==> config.mk <==
export PLATFORM = sky130hd
export DESIGN_NAME = tour_cmd_seq_flat
export DESIGN_NICKNAME = d
export VERILOG_FILES = /design/src/rtl/tour_cmd_seq_pkg.sv /design/src/rtl/tour_cmd_seq_if.sv /design/src/rtl/tour_move_decode.sv /design/src/rtl/tour_cmd_seq.sv /design/src/flat_wrapper.sv
export SDC_FILE = /design/constraint.sdc
export NUM_CORES = 1
export LEC_CHECK = 0
export BUFFER_PORTS_ARGS = -buffer_cell sky130_fd_sc_hd__buf_2
export CAP_MARGIN = 15
export CORE_UTILIZATION = 46
export CTS_CLUSTER_DIAMETER = 30
export DETAILED_ROUTE_END_ITERATION = 10
export HOLD_SLACK_MARGIN = 0.1
export MAX_ROUTING_LAYER = met4
export PLACE_DENSITY_LB_ADDON = 0.2
export SLEW_MARGIN = 20
export SYNTH_ARGS = -nofsm -noshare
export SYNTH_HDL_FRONTEND = slang
export SYNTH_SLANG_ARGS = --single-unit
==> constraint.sdc <==
create_clock -name clk -period 4.3 [get_ports clk]
set_input_delay 0.43 -clock clk [delete_from_list [all_inputs] [get_ports clk]]
set_output_delay 0.43 -clock clk [all_outputs]
set_load 0.05 [all_outputs]
==> src/rtl/tour_cmd_seq_pkg.sv <==
// Shared types and constants for the knight-tour command sequencer.
// Optional build macro: TOUR_ABORT_EN (UART abort of a running tour).
package tour_cmd_pkg;

  // Sequencer states: pass-through idle, then two legs per move with a
  // completion wait after each leg.
  typedef enum logic [2:0] {
    IDLE,
    VERT,
    WAIT_V,
    HORZ,
    WAIT_H
  } state_t;

  // cmd_proc headings
  localparam logic [7:0] HDG_N = 8'h00;
  localparam logic [7:0] HDG_W = 8'h3F;
  localparam logic [7:0] HDG_S = 8'h7F;
  localparam logic [7:0] HDG_E = 8'hBF;

  // cmd_proc opcodes
  localparam logic [3:0] OP_MOVE    = 4'h2;
  localparam logic [3:0] OP_FANFARE = 4'h3;
  localparam logic [3:0] OP_ABORT   = 4'hF;

  // Response bytes returned to the UART wrapper
  localparam logic [7:0] RESP_DONE = 8'hA5;
  localparam logic [7:0] RESP_POS  = 8'h5A;

  // Assemble a cmd_proc command word: opcode, heading, squares.
  function automatic logic [15:0] mk_cmd(input logic [3:0] op,
                                         input logic [7:0] hdg,
                                         input logic [3:0] sq);
    return {op, hdg, sq};
  endfunction

endpackage

==> src/rtl/tour_cmd_seq_if.sv <==
// Bus bundle between the tour sequencer and its neighbours (tour logic,
// move store, UART_wrapper, cmd_proc). The master modport is the
// sequencer side; the slave modport is the surrounding environment.
interface tour_cmd_seq_if;

  logic        start_tour;
  logic [7:0]  move;
  logic [4:0]  mv_indx;
  logic [15:0] cmd_UART;
  logic        cmd_rdy_UART;
  logic        clr_cmd_rdy_UART;
  logic [15:0] cmd;
  logic        cmd_rdy;
  logic        clr_cmd_rdy;
  logic        send_resp;
  logic [7:0]  resp;

  modport master (
    input  start_tour, move, cmd_UART, cmd_rdy_UART, clr_cmd_rdy, send_resp,
    output mv_indx, clr_cmd_rdy_UART, cmd, cmd_rdy, resp
  );

  modport slave (
    output start_tour, move, cmd_UART, cmd_rdy_UART, clr_cmd_rdy, send_resp,
    input  mv_indx, clr_cmd_rdy_UART, cmd, cmd_rdy, resp
  );

endinterface

==> src/rtl/tour_move_decode.sv <==
// Translates a one-hot knight move into its vertical and horizontal
// cmd_proc legs. Multiple set bits resolve to the lowest one; an all-zero
// move is flagged invalid so the sequencer can skip it.
module tour_move_decode
  import tour_cmd_pkg::*;
(
  input  logic [7:0]  move_i,
  output logic [15:0] vert_cmd_o,
  output logic [15:0] horz_cmd_o,
  output logic        valid_o
);

  // Lowest-set-bit priority decode of the move table
  always_comb begin
    vert_cmd_o = '0;
    horz_cmd_o = '0;
    valid_o    = |move_i;
    casez (move_i)
      8'b???????1: begin
        vert_cmd_o = mk_cmd(OP_MOVE,    HDG_N, 4'd2);
        horz_cmd_o = mk_cmd(OP_FANFARE, HDG_E, 4'd1);
      end
      8'b??????10: begin
        vert_cmd_o = mk_cmd(OP_MOVE,    HDG_N, 4'd2);
        horz_cmd_o = mk_cmd(OP_FANFARE, HDG_W, 4'd1);
      end
      8'b?????100: begin
        vert_cmd_o = mk_cmd(OP_MOVE,    HDG_N, 4'd1);
        horz_cmd_o = mk_cmd(OP_FANFARE, HDG_W, 4'd2);
      end
      8'b????1000: begin
        vert_cmd_o = mk_cmd(OP_MOVE,    HDG_S, 4'd1);
        horz_cmd_o = mk_cmd(OP_FANFARE, HDG_W, 4'd2);
      end
      8'b???10000: begin
        vert_cmd_o = mk_cmd(OP_MOVE,    HDG_S, 4'd2);
        horz_cmd_o = mk_cmd(OP_FANFARE, HDG_W, 4'd1);
      end
      8'b??100000: begin
        vert_cmd_o = mk_cmd(OP_MOVE,    HDG_S, 4'd2);
        horz_cmd_o = mk_cmd(OP_FANFARE, HDG_E, 4'd1);
      end
      8'b?1000000: begin
        vert_cmd_o = mk_cmd(OP_MOVE,    HDG_S, 4'd1);
        horz_cmd_o = mk_cmd(OP_FANFARE, HDG_E, 4'd2);
      end
      8'b10000000: begin
        vert_cmd_o = mk_cmd(OP_MOVE,    HDG_N, 4'd1);
        horz_cmd_o = mk_cmd(OP_FANFARE, HDG_E, 4'd2);
      end
      default: begin
        vert_cmd_o = '0;
        horz_cmd_o = '0;
      end
    endcase
  end

endmodule

==> src/rtl/tour_cmd_seq.sv <==
// Tour command sequencer / arbiter. Idle: UART commands pass straight to
// cmd_proc. On start_tour: walks the stored moves, issuing a vertical then
// a horizontal (fanfare) leg per move, each gated on cmd_proc completion.
// Optional build macro: TOUR_ABORT_EN lets a UART opcode-F command abort
// the tour after the leg in progress completes.
module tour_cmd_seq
  import tour_cmd_pkg::*;
#(
  parameter int unsigned NUM_MOVES = 24
) (
  input  logic           clk,
  input  logic           rst_n,
  tour_cmd_seq_if.master bus
);

  localparam logic [4:0] LAST_IDX = 5'(NUM_MOVES - 1);

  state_t      state_q, state_d;
  logic [4:0]  mv_indx_q, mv_indx_d;

  logic [15:0] vert_cmd, horz_cmd;
  logic        move_valid;

  logic [15:0] cmd_c;
  logic        cmd_rdy_c;
  logic        clr_uart_c;
  logic [7:0]  resp_c;
  logic        finishing;

  logic        abort_q;
  logic        abort_req;

  tour_move_decode u_decode (
    .move_i     (bus.move),
    .vert_cmd_o (vert_cmd),
    .horz_cmd_o (horz_cmd),
    .valid_o    (move_valid)
  );

`ifdef TOUR_ABORT_EN
  logic abort_d;

  // Abort request: opcode F from UART while touring, taken once per tour
  always_comb begin
    abort_req = (state_q != IDLE) && bus.cmd_rdy_UART &&
                (bus.cmd_UART[15:12] == OP_ABORT) && !abort_q;
    abort_d   = (state_q == IDLE) ? 1'b0 : (abort_q | abort_req);
  end

  // Abort flag register
  always_ff @(posedge clk) begin
    if (!rst_n) abort_q <= 1'b0;
    else        abort_q <= abort_d;
  end
`else
  assign abort_q   = 1'b0;
  assign abort_req = 1'b0;
`endif

  // State and move index registers
  always_ff @(posedge clk) begin
    if (!rst_n) begin
      state_q   <= IDLE;
      mv_indx_q <= '0;
    end else begin
      state_q   <= state_d;
      mv_indx_q <= mv_indx_d;
    end
  end

  // Next-state and output decode
  always_comb begin
    state_d    = state_q;
    mv_indx_d  = mv_indx_q;
    cmd_c      = vert_cmd;
    cmd_rdy_c  = 1'b0;
    clr_uart_c = abort_req;
    resp_c     = RESP_POS;
    finishing  = (mv_indx_q == LAST_IDX) || abort_q;

    unique case (state_q)
      IDLE: begin
        cmd_c      = bus.cmd_UART;
        cmd_rdy_c  = bus.cmd_rdy_UART;
        clr_uart_c = bus.clr_cmd_rdy;
        resp_c     = RESP_DONE;
        if (bus.start_tour) begin
          state_d   = VERT;
          mv_indx_d = '0;
        end
      end

      // An empty move issues nothing and advances one cycle later,
      // finishing the tour exactly like a completed horizontal leg.
      VERT: begin
        cmd_c = vert_cmd;
        if (!move_valid) begin
          if (finishing) begin
            state_d   = IDLE;
            mv_indx_d = '0;
          end else begin
            mv_indx_d = mv_indx_q + 5'd1;
          end
        end else begin
          cmd_rdy_c = 1'b1;
          if (bus.clr_cmd_rdy) state_d = WAIT_V;
        end
      end

      WAIT_V: begin
        cmd_c = vert_cmd;
        if (abort_q) resp_c = RESP_DONE;
        if (bus.send_resp) begin
          if (abort_q) begin
            state_d   = IDLE;
            mv_indx_d = '0;
          end else begin
            state_d = HORZ;
          end
        end
      end

      HORZ: begin
        cmd_c     = horz_cmd;
        cmd_rdy_c = 1'b1;
        if (bus.clr_cmd_rdy) state_d = WAIT_H;
      end

      WAIT_H: begin
        cmd_c = horz_cmd;
        if (finishing) resp_c = RESP_DONE;
        if (bus.send_resp) begin
          if (finishing) begin
            state_d   = IDLE;
            mv_indx_d = '0;
          end else begin
            state_d   = VERT;
            mv_indx_d = mv_indx_q + 5'd1;
          end
        end
      end

      default: begin
        state_d   = IDLE;
        mv_indx_d = '0;
      end
    endcase
  end

  assign bus.cmd              = cmd_c;
  assign bus.cmd_rdy          = cmd_rdy_c;
  assign bus.clr_cmd_rdy_UART = clr_uart_c;
  assign bus.resp             = resp_c;
  assign bus.mv_indx          = mv_indx_q;

endmodule

==> src/flat_wrapper.sv <==
// flat-port wrapper written by rule: the top's interface ports become plain ports
module tour_cmd_seq_flat import tour_cmd_pkg::*;
#(
  parameter int unsigned NUM_MOVES = 24
)
  (clk, rst_n, bus_start_tour, bus_move, bus_cmd_UART, bus_cmd_rdy_UART, bus_clr_cmd_rdy, bus_send_resp, bus_mv_indx, bus_clr_cmd_rdy_UART, bus_cmd, bus_cmd_rdy, bus_resp);
  tour_cmd_seq_if bus_i ();
  input  logic clk;
  input  logic rst_n;
  input wire logic [$bits(bus_i.start_tour)-1:0] bus_start_tour;
  input wire logic [$bits(bus_i.move)-1:0] bus_move;
  input wire logic [$bits(bus_i.cmd_UART)-1:0] bus_cmd_UART;
  input wire logic [$bits(bus_i.cmd_rdy_UART)-1:0] bus_cmd_rdy_UART;
  input wire logic [$bits(bus_i.clr_cmd_rdy)-1:0] bus_clr_cmd_rdy;
  input wire logic [$bits(bus_i.send_resp)-1:0] bus_send_resp;
  output wire logic [$bits(bus_i.mv_indx)-1:0] bus_mv_indx;
  output wire logic [$bits(bus_i.clr_cmd_rdy_UART)-1:0] bus_clr_cmd_rdy_UART;
  output wire logic [$bits(bus_i.cmd)-1:0] bus_cmd;
  output wire logic [$bits(bus_i.cmd_rdy)-1:0] bus_cmd_rdy;
  output wire logic [$bits(bus_i.resp)-1:0] bus_resp;
  assign bus_i.start_tour = bus_start_tour;
  assign bus_i.move = bus_move;
  assign bus_i.cmd_UART = bus_cmd_UART;
  assign bus_i.cmd_rdy_UART = bus_cmd_rdy_UART;
  assign bus_i.clr_cmd_rdy = bus_clr_cmd_rdy;
  assign bus_i.send_resp = bus_send_resp;
  assign bus_mv_indx = bus_i.mv_indx;
  assign bus_clr_cmd_rdy_UART = bus_i.clr_cmd_rdy_UART;
  assign bus_cmd = bus_i.cmd;
  assign bus_cmd_rdy = bus_i.cmd_rdy;
  assign bus_resp = bus_i.resp;
  tour_cmd_seq #(.NUM_MOVES(NUM_MOVES)) u_core (.clk(clk), .rst_n(rst_n), .bus(bus_i));
endmodule
==> results of run 1 <==
[stage by stage]
stage	instance area (um^2)	utilization (%)
floorplan	991	-
global placement	1230	61.7
detailed placement	1230	61.7
CTS	1260	62.8
global route	1260	63.1
finish	1260	63.1
[worst max-delay path: stages, from the launching register on]
cell     delay (ns)
dfxtp_1        0.60
or3b_2         0.50
nand2_1        0.20
o21a_1         0.27
a21o_1         0.11
buf_2          0.26
[sequential cells by signal (all words and copies together) (netlist names)]
register	flops
u_core.state_q	3
u_core.bus.mv_indx	5
[cells by family after synthesis]
group,after synthesis,share of synthesized area [%]
multiplexers,4,4.17
AND/OR/NAND/NOR,57,36.9
buffers and inverters,18,11.1
XOR/XNOR,1,0.884
flip-flops,8,16.2
AO/OA/AOI/OAI,39,29.5
adder cells (fa/ha/maj),1,1.26
[Yosys cell counts (2+ instances only)]
| master | n | area, um^2 |
|---|---|---|
| nand3b_1 | 3 | 22.5 |
| and2_1 | 6 | 37.5 |
| buf_4 | 6 | 45.0 |
| o21ai_0 | 7 | 35.0 |
| o21ba_2 | 2 | 20.0 |
| nor2_1 | 7 | 26.3 |
| nor4_4 | 2 | 42.5 |
| nand2_1 | 11 | 41.3 |
| a221o_1 | 2 | 20.0 |
| a21oi_1 | 6 | 30.0 |
| nor3b_1 | 2 | 15.0 |
| nor3_1 | 7 | 35.0 |
| nand4b_1 | 3 | 26.3 |
| nand3_1 | 2 | 10.0 |
| inv_1 | 4 | 15.0 |
| clkbuf_1 | 3 | 11.3 |
| buf_2 | 2 | 10.0 |
| dfxtp_1 | 8 | 160 |
| a211oi_1 | 3 | 22.5 |
| o311ai_0 | 2 | 17.5 |
| nand4_1 | 2 | 12.5 |
| a21o_1 | 6 | 45.0 |
| mux2i_1 | 3 | 30.0 |
[cells in the final DEF (no fill, tap or decap), types with 3 or more instances in the layout]
| master | instances |
|---|---|
| nand3b_1 | 3 |
| dfxtp_1 | 8 |
| nor2_1 | 7 |
| nand4b_1 | 3 |
| a21o_1 | 6 |
| nor3_1 | 6 |
| a211oi_1 | 3 |
| and2_1 | 6 |
| mux2i_1 | 3 |
| nand2_1 | 11 |
| clkbuf_4 | 3 |
| o21ai_0 | 7 |
| inv_1 | 4 |
| buf_2 | 60 |
| a21oi_1 | 6 |
[final cells by class]
cell class	instances	area, um^2	area share, %
tap	27	33.8	2.67
multi-input combinational	102	732	57.9
timing repair buffer	60	300	23.8
inverter	4	15.0	1.19
sequential	8	160	12.7
clock buffer	3	22.5	1.78
[how the worst max path moves through the flow]
stage / startpoint / end / slack [ns] / depth (start not counted)
final: u_core.state_q[2]$_SDFFE_PN0P_ / bus_cmd[6] / 1.66 / 5
after global routing: u_core.state_q[1]$_SDFFE_PN0P_ / bus_cmd[6] / 1.51 / 5
after CTS: u_core.state_q[1]$_SDFFE_PN0P_ / bus_cmd[6] / 1.46 / 5
after detailed placement: u_core.state_q[1]$_SDFFE_PN0P_ / bus_cmd[6] / 1.74 / 5
after global placement: u_core.state_q[1]$_SDFFE_PN0P_ / bus_cmd[7] / 1.84 / 5
after floorplan: u_core.state_q[0]$_SDFFE_PN0P_ / bus_cmd[10] / 1.32 / 5
[routing by layer]
metal | wire length (um) | track usage [%] | vias up
met4 | 32 | 6.37 | 0
met2 | 1250 | 42.5 | 42
li1 | - | - | 582
met1 | 1140 | 28.4 | 525
met5 | 0 | - | -
met3 | 190 | 6.60 | 4
==> results.md, run 1 <==
* Number of antenna-violating nets in the routed design at 0
* Fraction of layout cells with a size suffix above 1 at 44.1%
* Library cells used by synthesis at 52
* Filler cell count in the final layout at 212
* Starting density of the core at 49.5%
* Reg-to-reg slack, setup at 2.23 ns
* Clock slew seen by the registers of the worst setup and hold paths at 0.06 ns
* I/O pin total at 61
* Transition time at the pin with the least slew margin at 0.646 ns
* Synthesis-stage register bit count at 8
* Input/output buffers at 60
* Router iterations before antenna repair at 4
* Sequential area share after synthesis at 16.2%
* Detailed-route via count at 1153
* Number of slew-limit violations in the final report at 0
* Fin crit share at 61.4%
* Clock skew after layout at 0.00430 ns
* Final wirelength at 2620 um
* Placement Setup Slack at 1.74 ns
* Placed cells at 201
* Max Clock Freq at 0.379 GHz
* WS Path Type: register to output pin
* Library cell used as clock root buffer: clkbuf_4
* TritonCTS clock tree: yes
* Average cell area after synthesis at 7.74 um^2
* Placeable core region at 2000 um^2
* Setup repair after global routing missed its margin: no
* Post-Synthesis Cell Area at 991 um^2
* Number of standard cells after synthesis at 128
* Post-Syn Nets at 159
* Aggregate negative setup slack at 0 ns
* First-pass GRT wire length at 4610 um
* Tightest hold margin at 0.513 ns
* Final Setup Violations at 0
* Number of instances resized during post-cts repair at 0
* Outcome: complete, no violations
* Antenna violations before repair at 0
* Reg2reg start: u_core.state_q[1]$_SDFFE_PN0P_
* Diodes inserted at 0
* Area of the die at 2340 um^2
* Chip width at 48.4 um
* Ratio of routed vias to standard cells at 5.65
* Maximum clock insertion buffer count at 2
* End of the worst hold path: u_core.state_q[1]$_SDFFE_PN0P_
* Via count of the first global-routing pass at 1057
* # Max-Cap Violations at 0
* Number of placement rows at 16
* Async set-reset flop share out of synthesis at 0%
* Final Non-Filler Cells at 204
* Number of sinks on the clock net at 8
* Relative slew margins at 56.9%
* Sum of overflow across all layers after global routing at 0
* Type of the most critical hold path: input port to register
* Number of buffers created by CTS at 3
* FF-to-FF End: u_core.bus.mv_indx[4]$_SDFFE_PN0P_
* CP Capture Type: output pin
* Final hold viol count at 0
* Largest fanout on the critical path at 13
* Pin count of the biggest net entering global routing at 22
* Element type at the critical path start: register
* Number of synthesis warnings at 0
* Number of DRC violations after detailed routing at 0
* HPWL after DPL at 2080 um
* Number of cells traversed by the worst register-to-register path at 4
* Post CTS Setup Buffer Count at 0
* Area delta synth->final at 27.5%
* GRT Overall Usage at 24.7%
* Clk Latency, worst-skew pair at 0.25 ns
* Final RePlAce weighted congestion at 0.844
* Vert. Die Dim at 48.4 um
* Final worst path period need at 2.64 ns
* Hold Crit Start: rst_n
* Hold-fix buffers, CTS at 0
* Data required time of the critical path at 3.87 ns
* Number of H-tree levels at 1
* Initial DRC Count at 12
* Arrival time of data at the critical path endpoint at 2.21 ns
* Average wire per standard cell at 12.8 um
* Worst Hold Path Cells at 3
* Number of nets in the layout at 210
* Post-synth top flop: dfxtp_1
* Worst Slack Setup Final at 1.66 ns
* Number of flops mapped to enable cells by yosys at 0
Power of run 1 is not shown: default switching activity piles up to over one toggle a cycle in this logic, so the estimate is an artifact.
==> inputs of run 2 (changes only) <==
--- a/config.mk
+++ b/config.mk
@@ -7,7 +7,7 @@
 export LEC_CHECK = 0
 export BUFFER_PORTS_ARGS = -buffer_cell sky130_fd_sc_hd__buf_2
 export CAP_MARGIN = 15
-export CORE_UTILIZATION = 46
+export CORE_UTILIZATION = 39
 export CTS_CLUSTER_DIAMETER = 30
 export DETAILED_ROUTE_END_ITERATION = 10
 export HOLD_SLACK_MARGIN = 0.1
==> constraint.sdc (replaced) <==
create_clock -name clk -period 2.1 [get_ports clk]
set_input_delay 0.21 -clock clk [delete_from_list [all_inputs] [get_ports clk]]
set_output_delay 0.21 -clock clk [all_outputs]
set_load 0.05 [all_outputs]
==> run 2 against run 1 <==
- first-iteration DRC count rose by 75%
- die area is 17% higher
- register-to-register slack got worse by 1.9 ns
- critical path type unchanged
- highest routed layer unchanged
==> results.md, run 2 (synthesis results as in run 1) <==
* Tightest hold margin at 0.259 ns (-0.254 ns)
* Setup repair after global routing missed its margin: no
* Router iterations before antenna repair at 4 (unchanged)
* Data required time of the critical path at 1.89 ns (-1.98 ns)
* Chip width at 52.4 um (+8.2%)
* FF-to-FF End: u_core.bus.mv_indx[4]$_SDFFE_PN0P_
* Via count of the first global-routing pass at 995 (-5.9%)
* Number of placement rows at 17 (+1)
* Number of DRC violations after detailed routing at 0 (unchanged)
* I/O pin total at 61 (unchanged)
* Area delta synth->final at 34.6%
* Relative slew margins at 64.0% (+7.1 points)
* Max FFs per register at 5 (unchanged)
* Detailed-route via count at 1151 (-0.17%)
* Largest fanout on the critical path at 7 (-6)
* Arrival time of data at the critical path endpoint at 1.78 ns (-0.43 ns)
* Type of the most critical hold path: input port to register
* Average wire per standard cell at 12.7 um (-1.1%)
* Number of nets in the layout at 217 (+3.3%)
* Fin crit share at 94.7%
* Sum of overflow across all layers after global routing at 0 (unchanged)
* Number of buffers created by CTS at 3 (unchanged)
* Number of cells traversed by the worst register-to-register path at 5 (+1)
* Initial DRC Count at 21 (+9)
* Antenna violations before repair at 0 (unchanged)
* Final Non-Filler Cells at 212 (+3.9%)
* Final Setup Violations at 0 (unchanged)
* Layout Cell Area excl Fill at 1330 um^2 (+5.5%)
* Number of slew-limit violations in the final report at 0 (unchanged)
* Aggregate negative setup slack at 0 ns (unchanged)
* Post CTS Setup Buffer Count at 0 (unchanged)
* Placed cells at 209 (+4.0%)
* Final worst path period need at 1.99 ns
* CP Capture Type: output pin
* Most frequent cells in the layout: 59 x buf_2, 10 x nand2_1, 8 x buf_4
* Hold-fix buffers, CTS at 0 (unchanged)
* HPWL after DPL at 2190 um (+4.9%)
* Library cell used as clock root buffer: clkbuf_4
* Reg-to-reg slack, setup at 0.36 ns (-1.87 ns)
* Number of antenna-violating nets in the routed design at 0 (unchanged)
* Reg2reg start: u_core.state_q[1]$_SDFFE_PN0P_
* Routed metal-1 wire length at 1200 um (+4.9%)
* End of the worst hold path: u_core.state_q[2]$_SDFFE_PN0P_
* Final RePlAce weighted congestion at 0.880 (+4.2%)
* Number of sinks on the clock net at 8 (unchanged)
* Number of H-tree levels at 1 (unchanged)
* Top layer used by detailed routing: met4
* First-pass GRT wire length at 4150 um (-9.9%)
* Fraction of layout cells with a size suffix above 1 at 50.0% (+5.9 points)
* Detail Route met3 WL at 160 um (-16%)
* Pin count of the biggest net entering global routing at 19 (-14%)
* Vert. Die Dim at 52.4 um (+8.2%)
* Clock slew seen by the registers of the worst setup and hold paths at 0.06 ns (about the same)
* Maximum clock insertion buffer count at 2 (unchanged)
* Final wirelength at 2690 um (+2.8%)
* WS Path Type: register to output pin
* Area of placed instances at 1310 um^2 (+5.7%)
* TritonCTS clock tree: yes
* Hold Crit Start: bus_clr_cmd_rdy
* Transition time at the pin with the least slew margin at 0.535 ns (-0.111 ns)
* Final hold viol count at 0 (unchanged)
* Diodes inserted at 0 (unchanged)
* Placeable core region at 2300 um^2 (+15%)
* GRT Overall Usage at 20.6% (-4.1 points)
* Ratio of routed vias to standard cells at 5.43 (-3.9%)
* Met2 routed WL at 1300 um (+4.1%)
* Area of the die at 2750 um^2 (+17%)
* Starting density of the core at 43.1% (-6.4 points)
* Clock skew after layout at 0.00179 ns (-0.00251 ns)
* Clk Latency, worst-skew pair at 0.26 ns (about the same)
* Element type at the critical path start: register
* # Max-Cap Violations at 0 (unchanged)
* Outcome: complete, no violations
* Max Clock Freq at 0.503 GHz
* Most common cell after layout, fill and taps aside: buf_2
* Worst Hold Path Cells at 3 (unchanged)
* Input/output buffers at 60 (unchanged)
## run 2: worst max-delay path by stage
stage	from	to	slack (ns)	cells past startpoint
final	u_core.state_q[0]$_SDFFE_PN0P_	bus_cmd[0]	0.11	5
after global routing	u_core.state_q[2]$_SDFFE_PN0P_	bus_cmd[4]	0.04	5
after CTS	u_core.state_q[0]$_SDFFE_PN0P_	bus_cmd[4]	0.0002	5
after detailed placement	u_core.state_q[0]$_SDFFE_PN0P_	bus_cmd[8]	0.29	5
after global placement	u_core.state_q[2]$_SDFFE_PN0P_	bus_cmd[5]	0.32	5
after floorplan	u_core.state_q[0]$_SDFFE_PN0P_	bus_cmd[10]	-0.02	5
## run 2: final cells by class
type / instances / area (um^2)
flip-flops and latches: 8 / 163
repair buffers: 67 / 355
well taps: 28 / 35.0
multi-input cells: 102 / 739
clock buffers: 3 / 22.5
inverters: 4 / 18.8
fillers: 226 / 963
## run 2: worst max-delay path: stages, from the launching register on
cell	delay, ns
dfxtp_1	0.31
or3b_2	0.49
nand2_2	0.14
nor2_1	0.07
a221o_1	0.30
buf_2	0.21
## run 2: routing by layer
layer / global-route usage, % / up-vias
li1: - / 595
met1: 23.1 / 516
met2: 36.3 / 35
met3: 4.06 / 5
met4: 6.58 / 0
met5: - / -
## run 2: through the flow
step | setup WS, ns | util [%]
global placement | 0.318 | 56.8
floorplan | -0.0161 | -
finish | 0.111 | 58.1
detailed placement | 0.291 | 56.8
CTS | 0.000192 | 57.9
global route | 0.0382 | 58.1
## run 2: timing repair
item / 4_1_cts / 5_1_grt
hold endpoints to repair: 0 / 0
setup endpoints to repair: 1 / 8
resized for setup: 1 / 2
cloned: 0 / 0
pin swaps: 0 / 0
Power of run 2 is left out for the same reason.
